**src/rtl/load_unit_ctrl_rv32.sv**
```systemverilog
// -----------------------------------------------------------------------------
// load_unit_ctrl_rv32
//
// Handles one RV32 load at a time between the execute stage and the
// data-memory read port. It accepts a load, checks alignment, issues a
// word-aligned read, waits for the response under a timeout watchdog,
// formats the addressed byte/half/word with sign or zero extension, and then
// hands the result to writeback.
//
// Parameters
//   DATA_LEN     data/address width (only 32 is supported)
//   TIMEOUT_CYC  WAIT cycles without a response before an access fault (1..65535)
//
// Ports
//   clk, rst            rising-edge clock, synchronous active-high reset
//   ld_valid/ld_ready   load request handshake from execute
//   ld_addr             byte address of the load
//   ld_funct3           000 LB, 001 LH, 010 LW, 100 LBU, 101 LHU
//   ld_rd               destination register, returned on wb_rd
//   mem_req_valid/ready memory read request handshake
//   mem_req_addr        word-aligned request address
//   mem_resp_valid      single-cycle read-data strobe
//   mem_resp_data       aligned 32-bit read word
//   mem_resp_err        bus error, qualified by mem_resp_valid
//   wb_valid/wb_ready   writeback handshake
//   wb_data             extended load data (0 when wb_exc=1)
//   wb_rd               captured destination register
//   wb_exc, wb_cause    exception flag and cause (4 misaligned, 5 access fault)
// -----------------------------------------------------------------------------
module load_unit_ctrl_rv32 #(
   parameter int DATA_LEN    = 32,
   parameter int TIMEOUT_CYC = 255
) (
   input  logic                clk,
   input  logic                rst,
   input  logic                ld_valid,
   output logic                ld_ready,
   input  logic [DATA_LEN-1:0] ld_addr,
   input  logic [2:0]          ld_funct3,
   input  logic [4:0]          ld_rd,
   output logic                mem_req_valid,
   input  logic                mem_req_ready,
   output logic [DATA_LEN-1:0] mem_req_addr,
   input  logic                mem_resp_valid,
   input  logic [DATA_LEN-1:0] mem_resp_data,
   input  logic                mem_resp_err,
   output logic                wb_valid,
   input  logic                wb_ready,
   output logic [DATA_LEN-1:0] wb_data,
   output logic [4:0]          wb_rd,
   output logic                wb_exc,
   output logic [3:0]          wb_cause
);

   localparam logic [3:0]  CAUSE_MISALIGN = 4'd4;
   localparam logic [3:0]  CAUSE_FAULT    = 4'd5;
   localparam logic [16:0] TMO_LIMIT      = 17'(TIMEOUT_CYC);

   localparam logic [2:0] F3_LB  = 3'b000;
   localparam logic [2:0] F3_LH  = 3'b001;
   localparam logic [2:0] F3_LW  = 3'b010;
   localparam logic [2:0] F3_LBU = 3'b100;
   localparam logic [2:0] F3_LHU = 3'b101;

   typedef enum logic [1:0] {
      S_IDLE,
      S_REQ,
      S_WAIT,
      S_RESP
   } state_t;

   state_t              state, state_nxt;
   logic [DATA_LEN-1:0] addr_q, addr_nxt;
   logic [2:0]          f3_q, f3_nxt;
   logic [4:0]          rd_q, rd_nxt;
   logic [DATA_LEN-1:0] data_q, data_nxt;
   logic                exc_q, exc_nxt;
   logic [3:0]          cause_q, cause_nxt;
   logic [15:0]         cnt_q, cnt_nxt;

   logic [16:0]         cnt_inc;
   logic                misaligned;
   logic [DATA_LEN-1:0] shifted;
   logic [DATA_LEN-1:0] formatted;

   // Alignment check on the incoming request; illegal funct3 codes are
   // never misaligned and still go out to memory.
   always_comb begin
      misaligned = 1'b0;
      case (ld_funct3)
         F3_LH, F3_LHU: misaligned = ld_addr[0];
         F3_LW:         misaligned = |ld_addr[1:0];
         default:       misaligned = 1'b0;
      endcase
   end

   // Move the addressed byte lane down to bit 0, then extend by funct3.
   always_comb begin
      shifted   = mem_resp_data >> {addr_q[1:0], 3'b000};
      formatted = '0;
      case (f3_q)
         F3_LB:   formatted = {{(DATA_LEN-8){shifted[7]}}, shifted[7:0]};
         F3_LH:   formatted = {{(DATA_LEN-16){shifted[15]}}, shifted[15:0]};
         F3_LW:   formatted = shifted;
         F3_LBU:  formatted = {{(DATA_LEN-8){1'b0}}, shifted[7:0]};
         F3_LHU:  formatted = {{(DATA_LEN-16){1'b0}}, shifted[15:0]};
         default: formatted = '0;
      endcase
   end

   always_ff @(posedge clk) begin
      if (rst) begin
         state   <= S_IDLE;
         addr_q  <= '0;
         f3_q    <= '0;
         rd_q    <= '0;
         data_q  <= '0;
         exc_q   <= 1'b0;
         cause_q <= '0;
         cnt_q   <= '0;
      end else begin
         state   <= state_nxt;
         addr_q  <= addr_nxt;
         f3_q    <= f3_nxt;
         rd_q    <= rd_nxt;
         data_q  <= data_nxt;
         exc_q   <= exc_nxt;
         cause_q <= cause_nxt;
         cnt_q   <= cnt_nxt;
      end
   end

   always_comb begin
      state_nxt     = state;
      addr_nxt      = addr_q;
      f3_nxt        = f3_q;
      rd_nxt        = rd_q;
      data_nxt      = data_q;
      exc_nxt       = exc_q;
      cause_nxt     = cause_q;
      cnt_nxt       = cnt_q;
      cnt_inc       = {1'b0, cnt_q} + 17'd1;

      ld_ready      = 1'b0;
      mem_req_valid = 1'b0;
      mem_req_addr  = '0;
      wb_valid      = 1'b0;
      wb_data       = '0;
      wb_rd         = '0;
      wb_exc        = 1'b0;
      wb_cause      = '0;

      case (state)
         S_IDLE: begin
            ld_ready = 1'b1;
            if (ld_valid) begin
               addr_nxt = ld_addr;
               f3_nxt   = ld_funct3;
               rd_nxt   = ld_rd;
               data_nxt = '0;
               if (misaligned) begin
                  exc_nxt   = 1'b1;
                  cause_nxt = CAUSE_MISALIGN;
                  state_nxt = S_RESP;
               end else begin
                  exc_nxt   = 1'b0;
                  cause_nxt = '0;
                  state_nxt = S_REQ;
               end
            end
         end

         S_REQ: begin
            mem_req_valid = 1'b1;
            mem_req_addr  = {addr_q[DATA_LEN-1:2], 2'b00};
            if (mem_req_ready) begin
               cnt_nxt   = '0;
               state_nxt = S_WAIT;
            end
         end

         S_WAIT: begin
            // A response in the same cycle as the timeout takes priority.
            if (mem_resp_valid) begin
               if (mem_resp_err) begin
                  exc_nxt   = 1'b1;
                  cause_nxt = CAUSE_FAULT;
                  data_nxt  = '0;
               end else begin
                  data_nxt  = formatted;
               end
               state_nxt = S_RESP;
            end else begin
               cnt_nxt = cnt_inc[15:0];
               // Fires on the TIMEOUT_CYC-th WAIT cycle without a response.
               if (cnt_inc >= TMO_LIMIT) begin
                  exc_nxt   = 1'b1;
                  cause_nxt = CAUSE_FAULT;
                  data_nxt  = '0;
                  state_nxt = S_RESP;
               end
            end
         end

         S_RESP: begin
            wb_valid = 1'b1;
            wb_data  = data_q;
            wb_rd    = rd_q;
            wb_exc   = exc_q;
            wb_cause = cause_q;
            if (wb_ready) begin
               state_nxt = S_IDLE;
            end
         end

         default: state_nxt = S_IDLE;
      endcase
   end

endmodule

```
**config.mk**
```make
export PLATFORM = sky130hd
export DESIGN_NAME = load_unit_ctrl_rv32
export DESIGN_NICKNAME = d
export VERILOG_FILES = /design/src/rtl/load_unit_ctrl_rv32.sv
export SDC_FILE = /design/constraint.sdc
export NUM_CORES = 1
export LEC_CHECK = 0
export CORE_ASPECT_RATIO = 1.25
export CORE_MARGIN = 1
export CORE_UTILIZATION = 44
export DETAILED_ROUTE_END_ITERATION = 8
export GPL_TIMING_DRIVEN = 0
export PLACE_DENSITY = 0.85
export RECOVER_POWER = 50
export REMOVE_ABC_BUFFERS = 1
export SETUP_SLACK_MARGIN = 0.4
export SLEW_MARGIN = 10
export SYNTH_ARGS = -nofsm -noshare
export SYNTH_HDL_FRONTEND = slang
export SYNTH_SLANG_ARGS = --single-unit
```
**constraint.sdc**
```tcl
create_clock -name clk -period 2.6 [get_ports clk]
set_input_delay 0.39 -clock clk [delete_from_list [all_inputs] [get_ports clk]]
set_output_delay 0.39 -clock clk [all_outputs]
set_load 0.005 [all_outputs]
```
# == After elaboration in Yosys (flattened, before gate mapping) ==
# Index checks and enable logic that the tools add are counted.
# totals
ff_bits,95
input_bits,79
out_inout_bits,77
word_cells,75
# classes
addsub,1
order_cmp,1
n_eq_ne,16
n_shift,1
mux,37
n_reduce_logical,11
# op_table
cell,n
2-to-1 mux 32 bit,6
one-hot mux 32 bit (5 select lines),1
one-hot mux 32 bit (2 select lines),1
2-to-1 mux 16 bit,2
one-hot mux 16 bit (2 select lines),1
right shift 32 x 5 -> 32 bit,1
2-to-1 mux 4 bit,5
adder 16 x 1 -> 17 bit (second input constant),1
greater-or-equal comparator 17 x 8 -> 1 bit (second input constant),1
2-to-1 mux 2 bit,6
equality test 3 bit (second input constant),3
2-to-1 mux 1 bit,9
!= test 2 bit (second input constant),4
one-hot mux 2 bit (4 select lines),1
one-hot mux 4 bit (2 select lines),1
AND reduction 4 bit,2
equality test 3 x 1 -> 1 bit (second input constant),2
equality test 3 x 2 -> 1 bit (second input constant),2
!= test 3 bit (second input constant),2
AND reduction 3 bit,2
2-to-1 mux 5 bit,1
equality test 2 bit (second input constant),2
one-hot mux 1 bit (2 select lines),2
nonzero test 2 bit,2
other kinds (6),7

# == Logic depth before layout (Yosys ltp) ==
# logic_depth
ltp_word,6
ltp_mapped,10
mapped_depth_nobuf,8

# == Least setup slack after synthesis ==
# No wires, ideal clock.
# synth_timing
path_type,reg-to-reg
start,register cnt_q[1]
end,register data_q[15]
setup_ps,121
arrival_ps,2325
required_ps,2479
path_slack_ps,153
path_stages_with_launch,9
period_less_slack_ps,2447
path_cell_list,dfxtp_1 > ha_1 > buf_2 > nand4_2 > nor3_2 > or4_1 > a2111o_1 > o22ai_4 > mux2_4
# synth_via
elab_chain_cells,4
# synth_lines
item,line,source
from (decl),79,"logic [15:0] cnt_q, cnt_nxt;"
from (signal assigned),129,cnt_q <= cnt_nxt;
adder 16 x 1 -> 17 bit,142,"cnt_inc = {1'b0, cnt_q} + 17'd1;"
greater-or-equal comparator 17 x 8 -> 1 bit,196,if (cnt_inc >= TMO_LIMIT) begin
!= test 3 bit (no line),--,
AND reduction 3 bit (no line),--,
to (signal assigned),126,data_q <= data_nxt;
to (decl),76,"logic [DATA_LEN-1:0] data_q, data_nxt;"
# Every way passes these cells.
# A chain may end at the register's enable or synchronous reset.

# == Worst setup path in the final report ==
# layout_timing
start,register state[1]
end,register data_q[15]
# layout_via
elab_chain_cells,3
elab_cells_between_ends,7
# layout_lines
item,line,source
from (decl),72,"state_t state, state_nxt;"
from (signal assigned),122,state <= state_nxt;
equality test 2 bit or zero test 2 bit (tied branches),153,case (state)
"!= test 3 bit (no line), or another cell as far along",--,
AND reduction 3 bit (no line),--,
# Parallel ways exist; a longest one is shown, timed or not.

==> out/summary.txt <==
status -> complete, no violations
number of top-level pins -> 156
Post-DP HPWL -> 9.318 mm
Syn Inst Count -> 682
Antenna Cells -> 0
R2R Setup Slk -> 150 ps
Pwr Density -> 639.0 nW/µm²
Post-DRT Antenna Nets -> 0
first-pass GRT wire length -> 23.97 mm
Fmax achieved -> 407.7 MHz
Synth Area per Inst -> 7.845 µm²
Iteration-0 DRC Markers -> 285
Post-Syn Area -> 5350 µm²
TritonCTS clock tree -> yes
drt pass-1 iters -> 5
worst min path class -> reg2reg
via count -> 5,368
Initial Util -> 45.63%
TritonCTS Buffers -> 9
max_cap viols -> 0
Placeable Area -> 11,730 µm²
# hold bufs at CTS -> 0
Slew Limit Fails -> 0
minimum clock period -> 2453 ps
Primary FF master, synth -> dfxtp_1
post-synth top area cell -> dfxtp_1
TritonCTS Sinks -> 92
synth warn -> 0
final net count -> 927
grt total ovfl -> 0
IO Port Bufs -> 151
Die H -> 125.3 µm
share of the synthesized area in the top cell type -> 34.42%
CP endpoint -> data_q[15]
leakage -> 3.284 nW
final core occ -> 68.34%
cell depth of the worst flop-to-flop path -> 8
final setup vio count -> 0
width of the die -> 100.6 µm
vias in the first global route -> 4,873
Final Hold Slack -> 449.3 ps
maximum number of pins on one net before global-route repair -> 72
synth-to-layout area growth -> 49.79%
FF-to-FF End -> data_q[15]
initial antenna violation count -> 0
fin crit share -> 94.33%
die area -> 12,610 µm²
Yosys cell types -> 56
most frequent cells after synthesis -> nand2_1 (112), dfxtp_1 (92), and2_1 (80), a21oi_1 (59), mux2i_1 (53)
root buf cell -> clkbuf_16
Critical R2R Launch -> state[1]
Worst EP required -> 2840 ps
post-synthesis async set-or-reset flop share -> 0%
crit end category -> flip-flop
peak supply drop -> 0.0004272 V
num rows -> 44
count leader, synth -> nand2_1
clock latency on the worst-skew pair -> 340 ps
final hold violation count -> 0
pin slew with the least headroom to its limit -> 534.5 ps
placer congestion estimate -> 0.8173
crit start category -> flip-flop
H-tree depth -> 3
via/cell ratio -> 5.325
share of cells above drive strength 1 -> 15.11%
drt drc -> 0
drt wl/cell -> 16.32 µm
crit path launch -> state[1]
Post-Route Skew -> 4.142 ps
RSZ-0062 raised after global routing -> true
Synth area leaders -> dfxtp_1 (34%), mux2i_1 (9.9%), and2_1 (9.4%)
Clock Pin Slew Worst Setup and Hold Paths -> 70 ps
# fillers -> 889
number of synthesized flops with an enable pin -> 0
Synth Register Bits -> 92
Setup CP Type -> reg2reg
sequential-to-total area share from yosys stat -> 34.42%
GRT Util Overall -> 23.82%
Slew HR -> 63.35%
Worst Path Max Fanout -> 7
clock tree buffer depth -> 2
final WL -> 16.46 mm
Crit path arrival time -> 2690 ps
-- stage by stage --
stage / cells / power (mW) / setup TNS [ps] / setup WS (ps) / instance area (µm²)
floorplan: 625 / 2.585 / -10230 / -437.5 / 5056
CTS: 982 / 4.828 / 0 / 200.7 / 7553
finish: 1008 / 5.121 / 0 / 147.4 / 8014
global placement: 937 / 3.121 / -158610 / -3518 / 6769
global route: 1008 / 5.384 / 0 / 85.91 / 8014
detailed placement: 940 / 3.184 / -29650 / -1105 / 6842
-- worst min-delay path by stage --
stage / start / to / slack [ps] / depth (start not counted)
2_1_floorplan: cause_q[0] / cause_q[0] / 420 / 2
3_3_place_gp: addr_q[14] / addr_q[14] / 440 / 2
3_5_place_dp: rd_q[2] / rd_q[2] / 440 / 2
4_1_cts: addr_q[24] / addr_q[24] / 450 / 2
5_1_grt: addr_q[14] / addr_q[14] / 470 / 2
6_report: rd_q[0] / rd_q[0] / 450 / 2
-- placed cells by master (no fill, tap or decap), drive strengths merged, types with 8 or more instances in the layout --
cell	instances
dlygate4sd3	10
mux2	9
dlymetal6s2s	13
a21oi	59
nor2	47
o21ai	34
inv	13
dfxtp	92
and2	80
nand2b	35
mux2i	53
buf	51
clkdlybuf4s25	9
nor3	8
nand2	112
o211ai	9
clkbuf	15
clkdlybuf4s50	117
-- layer usage --
metal	track usage, %	vias to the layer above	wire length (µm)
met5	0	-	0
met4	7.246	0	389
met3	6.205	28	1102
met2	42.30	198	8495
met1	27.65	2530	6467
li1	-	2612	-
-- final cells by class --
class | instances | area [µm²] | area share, %
multi-input combinational | 522 | 3403 | 42.47
timing repair buffer | 206 | 2183 | 27.24
sequential | 92 | 1882 | 23.48
clock buffer | 10 | 229.0 | 2.857
tap | 161 | 201.4 | 2.514
clock inverter | 6 | 71.32 | 0.8899
inverter | 11 | 43.79 | 0.5464
-- timing repair --
item / in CTS / in global routing
setup endpoints to repair: 124 / 104
pin swaps: 6 / 8
buffers inserted: 26 / 21
resized for setup: 51 / 54
cloned: 0 / 5
-- cells by family (layout without fill, tap and decap cells) --
logic type	count (synthesis)	in the layout	synth area share (%)
fa+ha+maj	6	6	1.403
compound gates	128	128	14.41
simple gates	318	318	30.68
xor+xnor	4	4	0.6548
flops	92	92	34.42
mux	62	62	11.88
buf+inv	71	233	6.478
other cells	1	4	0.07009
-- power breakdown --
part | internal [mW] | switching [mW] | total [mW]
registers | 1.54 | 0.126 | 1.66
logic | 1.08 | 1.04 | 2.12
clock network | 0.756 | 0.583 | 1.34
total | 3.37 | 1.75 | 5.12
-- sequential cells by signal, indices dropped and copies added, names as in the netlist --
name / count
addr_q: 32
data_q: 32
cnt_q: 16
rd_q: 5
f3_q: 3
cause_q: 2
state: 2
-- critical path, cell delays in order, from the launching register on --
cell and delay (ps):
dfxtp_1 440, ha_4 210, buf_4 150, nor2b_4 200, nand4_1 140, a2111o_1 490, o22ai_4 210, clkbuf_16 210
mux2_4 290
(Power assumes the default switching activity.)
==> RTL edit, RTL diff (config.mk and constraints unchanged) <==
Re-encode `state_t` (4 states) as one-hot, 4 bits wide.
--- a/src/rtl/load_unit_ctrl_rv32.sv
+++ b/src/rtl/load_unit_ctrl_rv32.sv
@@ -62,11 +62,11 @@
    localparam logic [2:0] F3_LBU = 3'b100;
    localparam logic [2:0] F3_LHU = 3'b101;
 
-   typedef enum logic [1:0] {
-      S_IDLE,
-      S_REQ,
-      S_WAIT,
-      S_RESP
+   typedef enum logic [3:0] {
+      S_IDLE = 4'b0001,
+      S_REQ  = 4'b0010,
+      S_WAIT = 4'b0100,
+      S_RESP = 4'b1000
    } state_t;
 
    state_t              state, state_nxt;
Function: no difference found for any inputs over 4 cycles, from zero or initial values and one cycle with rst high; so few cycles prove little.
==> RTL edit against the original RTL <==
  * The flow now finishes with violations (DRC)
  * Global-route usage up 3.6 points
  * Sequential cell count grew 2
  * Area after synthesis fell by 4.2%
  * Core utilization is 2.9 points higher
  * Critical path depth up 2
  * Design area is essentially flat
  * Setup slack worse by 0.079 ns
  * Via count grew 6.0%
  * Routed wire length is 10% higher
  * Non-clock buffer count is 20 higher
  * Highest routed layer unchanged
Power is not compared: it rests on default switching activity, and its combinational part moved more than twofold at a synthesized area within 25%.
==> RTL edit: results (changes against the original RTL) <==
{| class="wikitable"
! Metric !! Value
|-
| Largest fanout on the critical path || 14 (+7)
|-
| Wirelength per Cell || 18.2 um (+12%)
|-
| DP HPWL || 9550 um (+2.5%)
|-
| TritonCTS Buffers || 9 (unchanged)
|-
| Total wire length || 18100 um (+10%)
|-
| Placed cells || 911 (-3.1%)
|-
| Via count of the first global-routing pass || 5215 (+7.0%)
|-
| Placement-stage worst setup slack || -0.900 ns (+0.204 ns)
|-
| Wire length of the first global-routing pass || 26200 um (+9.1%)
|-
| Final worst clock skew || 0.0125 ns (+0.00833 ns)
|-
| GRT Overall Usage || 0.274 (+0.0362)
|-
| Total cell area at the placement stage || 6710 um^2 (-2.0%)
|-
| Hold Crit Class || reg -> reg
|-
| TritonRoute pass-1 iters || 8 (+3)
|-
| Result of the run || finished with violations
|-
| Registers with the highest flip-flop counts || addr_q x32, data_q x32, cnt_q x16
|-
| Number of distinct standard cells referenced by the synthesized netlist || 56 (unchanged)
|-
| CTS H-tree lvls || 3 (unchanged)
|-
| Flip-flop cell with the highest count after synthesis || sky130_fd_sc_hd__dfxtp_1
|-
| Average footprint of a synthesized cell || 7.66 um^2 (-2.3%)
|-
| Total leakage power || about 3.2 nW
|-
| Worst slew slack as a fraction of its limit || 0.398 (-0.235)
|-
| Fraction of registers with async set or reset after synthesis || 0 (unchanged)
|-
| Vias after detailed routing || 5691 (+6.0%)
|-
| Largest vdd supply drop || ~0.33 mV
|-
| Clock latency on the worst-skew pair || 0.35 ns
|-
| Worst endpoint data arrival time || 2.81 ns (+0.12 ns)
|-
| Drc violations || 15 (+15)
|-
| Yosys warnings || 0 (unchanged)
|-
| Routability-driven placement congestion ratio || 0.833 (+1.9%)
|-
| Buffer type at the clock tree root || sky130_fd_sc_hd__clkbuf_16
|-
| PortBufs || 151 (unchanged)
|-
| Antenna violations before repair || 0 (unchanged)
|-
| DRT iter0 DRCs || 430 (+51%)
|-
| Pin count of the biggest net entering global routing || 48 (-33%)
|-
| Fraction of layout instances using a drive strength above 1 || 0.291 (+0.139)
|-
| Net count of the finished layout || 934 (+0.76%)
|-
| Clock-pin slew on the worst setup and hold paths || 0.07 ns (about the same)
|-
| Antenna fix cells || 0 (unchanged)
|-
| CTS Buffer Depth || 2 (unchanged)
|-
| Ranking of synthesized cells by area || sky130_fd_sc_hd__dfxtp_1 (37%), sky130_fd_sc_hd__nand2_1 (9.4%), sky130_fd_sc_hd__and2_1 (8.7%)
|-
| Failing checks || DRC
|-
| Post-synth top cells || sky130_fd_sc_hd__nand2_1 (128), sky130_fd_sc_hd__dfxtp_1 (94), sky130_fd_sc_hd__a21oi_1 (72)
|-
| Sequential share of the synthesized area || 0.367 (+0.0229)
|}
-- RTL edit: changes by cell type in the layout (fill, tap and decap cells not counted), moves of 11 or more --
cell                              unedited run  this run
sky130_fd_sc_hd__clkbuf_2                    0        18
sky130_fd_sc_hd__dlymetal6s2s_1             13         2
sky130_fd_sc_hd__a21oi_1                    58        72
sky130_fd_sc_hd__and2_4                      1        33
sky130_fd_sc_hd__clkdlybuf4s50_1           117        77
sky130_fd_sc_hd__nand2b_1                   33         4
sky130_fd_sc_hd__mux2i_1                    53        21
sky130_fd_sc_hd__nand2_1                   111       126
sky130_fd_sc_hd__and2_1                     79        38
sky130_fd_sc_hd__buf_6                       4        43
-- RTL edit: cells by family (layout without fill, tap and decap cells) --
kind of cell,count (synthesis),count (layout),synth area share
mux,29,29,0.0586
simple gates,299,300,0.281
xor+xnor,7,7,0.0120
other cells,1,4,0.000732
flops,94,94,0.367
buf+inv,72,256,0.0613
fa+ha+maj,2,2,0.00488
compound gates,165,165,0.214
-- RTL edit: final cells by class --
cell class	instances	area (um^2)
Tap cell	135	169
Clock buffer	10	239
Sequential cell	94	1940
Fill cell	785	3230
Clock inverter	5	58.8
Inverter	15	56.3
Timing Repair Buffer	226	2220
Multi-Input combinational cell	507	3340
-- RTL edit: layer usage --
layer,track usage,wire length (um)
met1,0.304,6460
met2,0.482,9100
met3,0.0575,1590
met4,0.172,952
met5,0,0
-- RTL edit: path summary, 6_finish.rpt --
check,cells past startpoint,to,slack [ns],startpoint
worst min register to register,2,rd_q[0],0.45,rd_q[0]
worst max-delay path,10,data_q[12],0.07,cnt_q[0]
worst max register to register,10,data_q[12],0.07,cnt_q[0]
worst min-delay path,2,rd_q[0],0.45,rd_q[0]
-- RTL edit: what timing repair did --
item / CTS / global route
gates resized for setup: 162 / 221
endpoints found under the setup margin: 167 / 111
setup buffers: 34 / 24
pin swaps: 29 / 28
hold buffers: 0 / 0
endpoints found under the hold margin: 0 / 0
cloned: 6 / 2
-- RTL edit: report_power, final --
part	switching [mW]	leakage [nW]	internal [mW]
logic	0.408	2.24	0.355
registers	0.0742	0.776	1.50
clock network	0.579	0.141	0.768
-- RTL edit: critical path: stages (launching register included) --
cell,delay (ns)
sky130_fd_sc_hd__dfxtp_4,0.36
sky130_fd_sc_hd__buf_4,0.15
sky130_fd_sc_hd__nand3_4,0.20
sky130_fd_sc_hd__nor3_1,0.42
sky130_fd_sc_hd__a31oi_1,0.21
sky130_fd_sc_hd__nor3_4,0.38
sky130_fd_sc_hd__a21oi_4,0.13
sky130_fd_sc_hd__buf_12,0.16
sky130_fd_sc_hd__buf_12,0.13
sky130_fd_sc_hd__buf_16,0.13
sky130_fd_sc_hd__o21ai_2,0.17
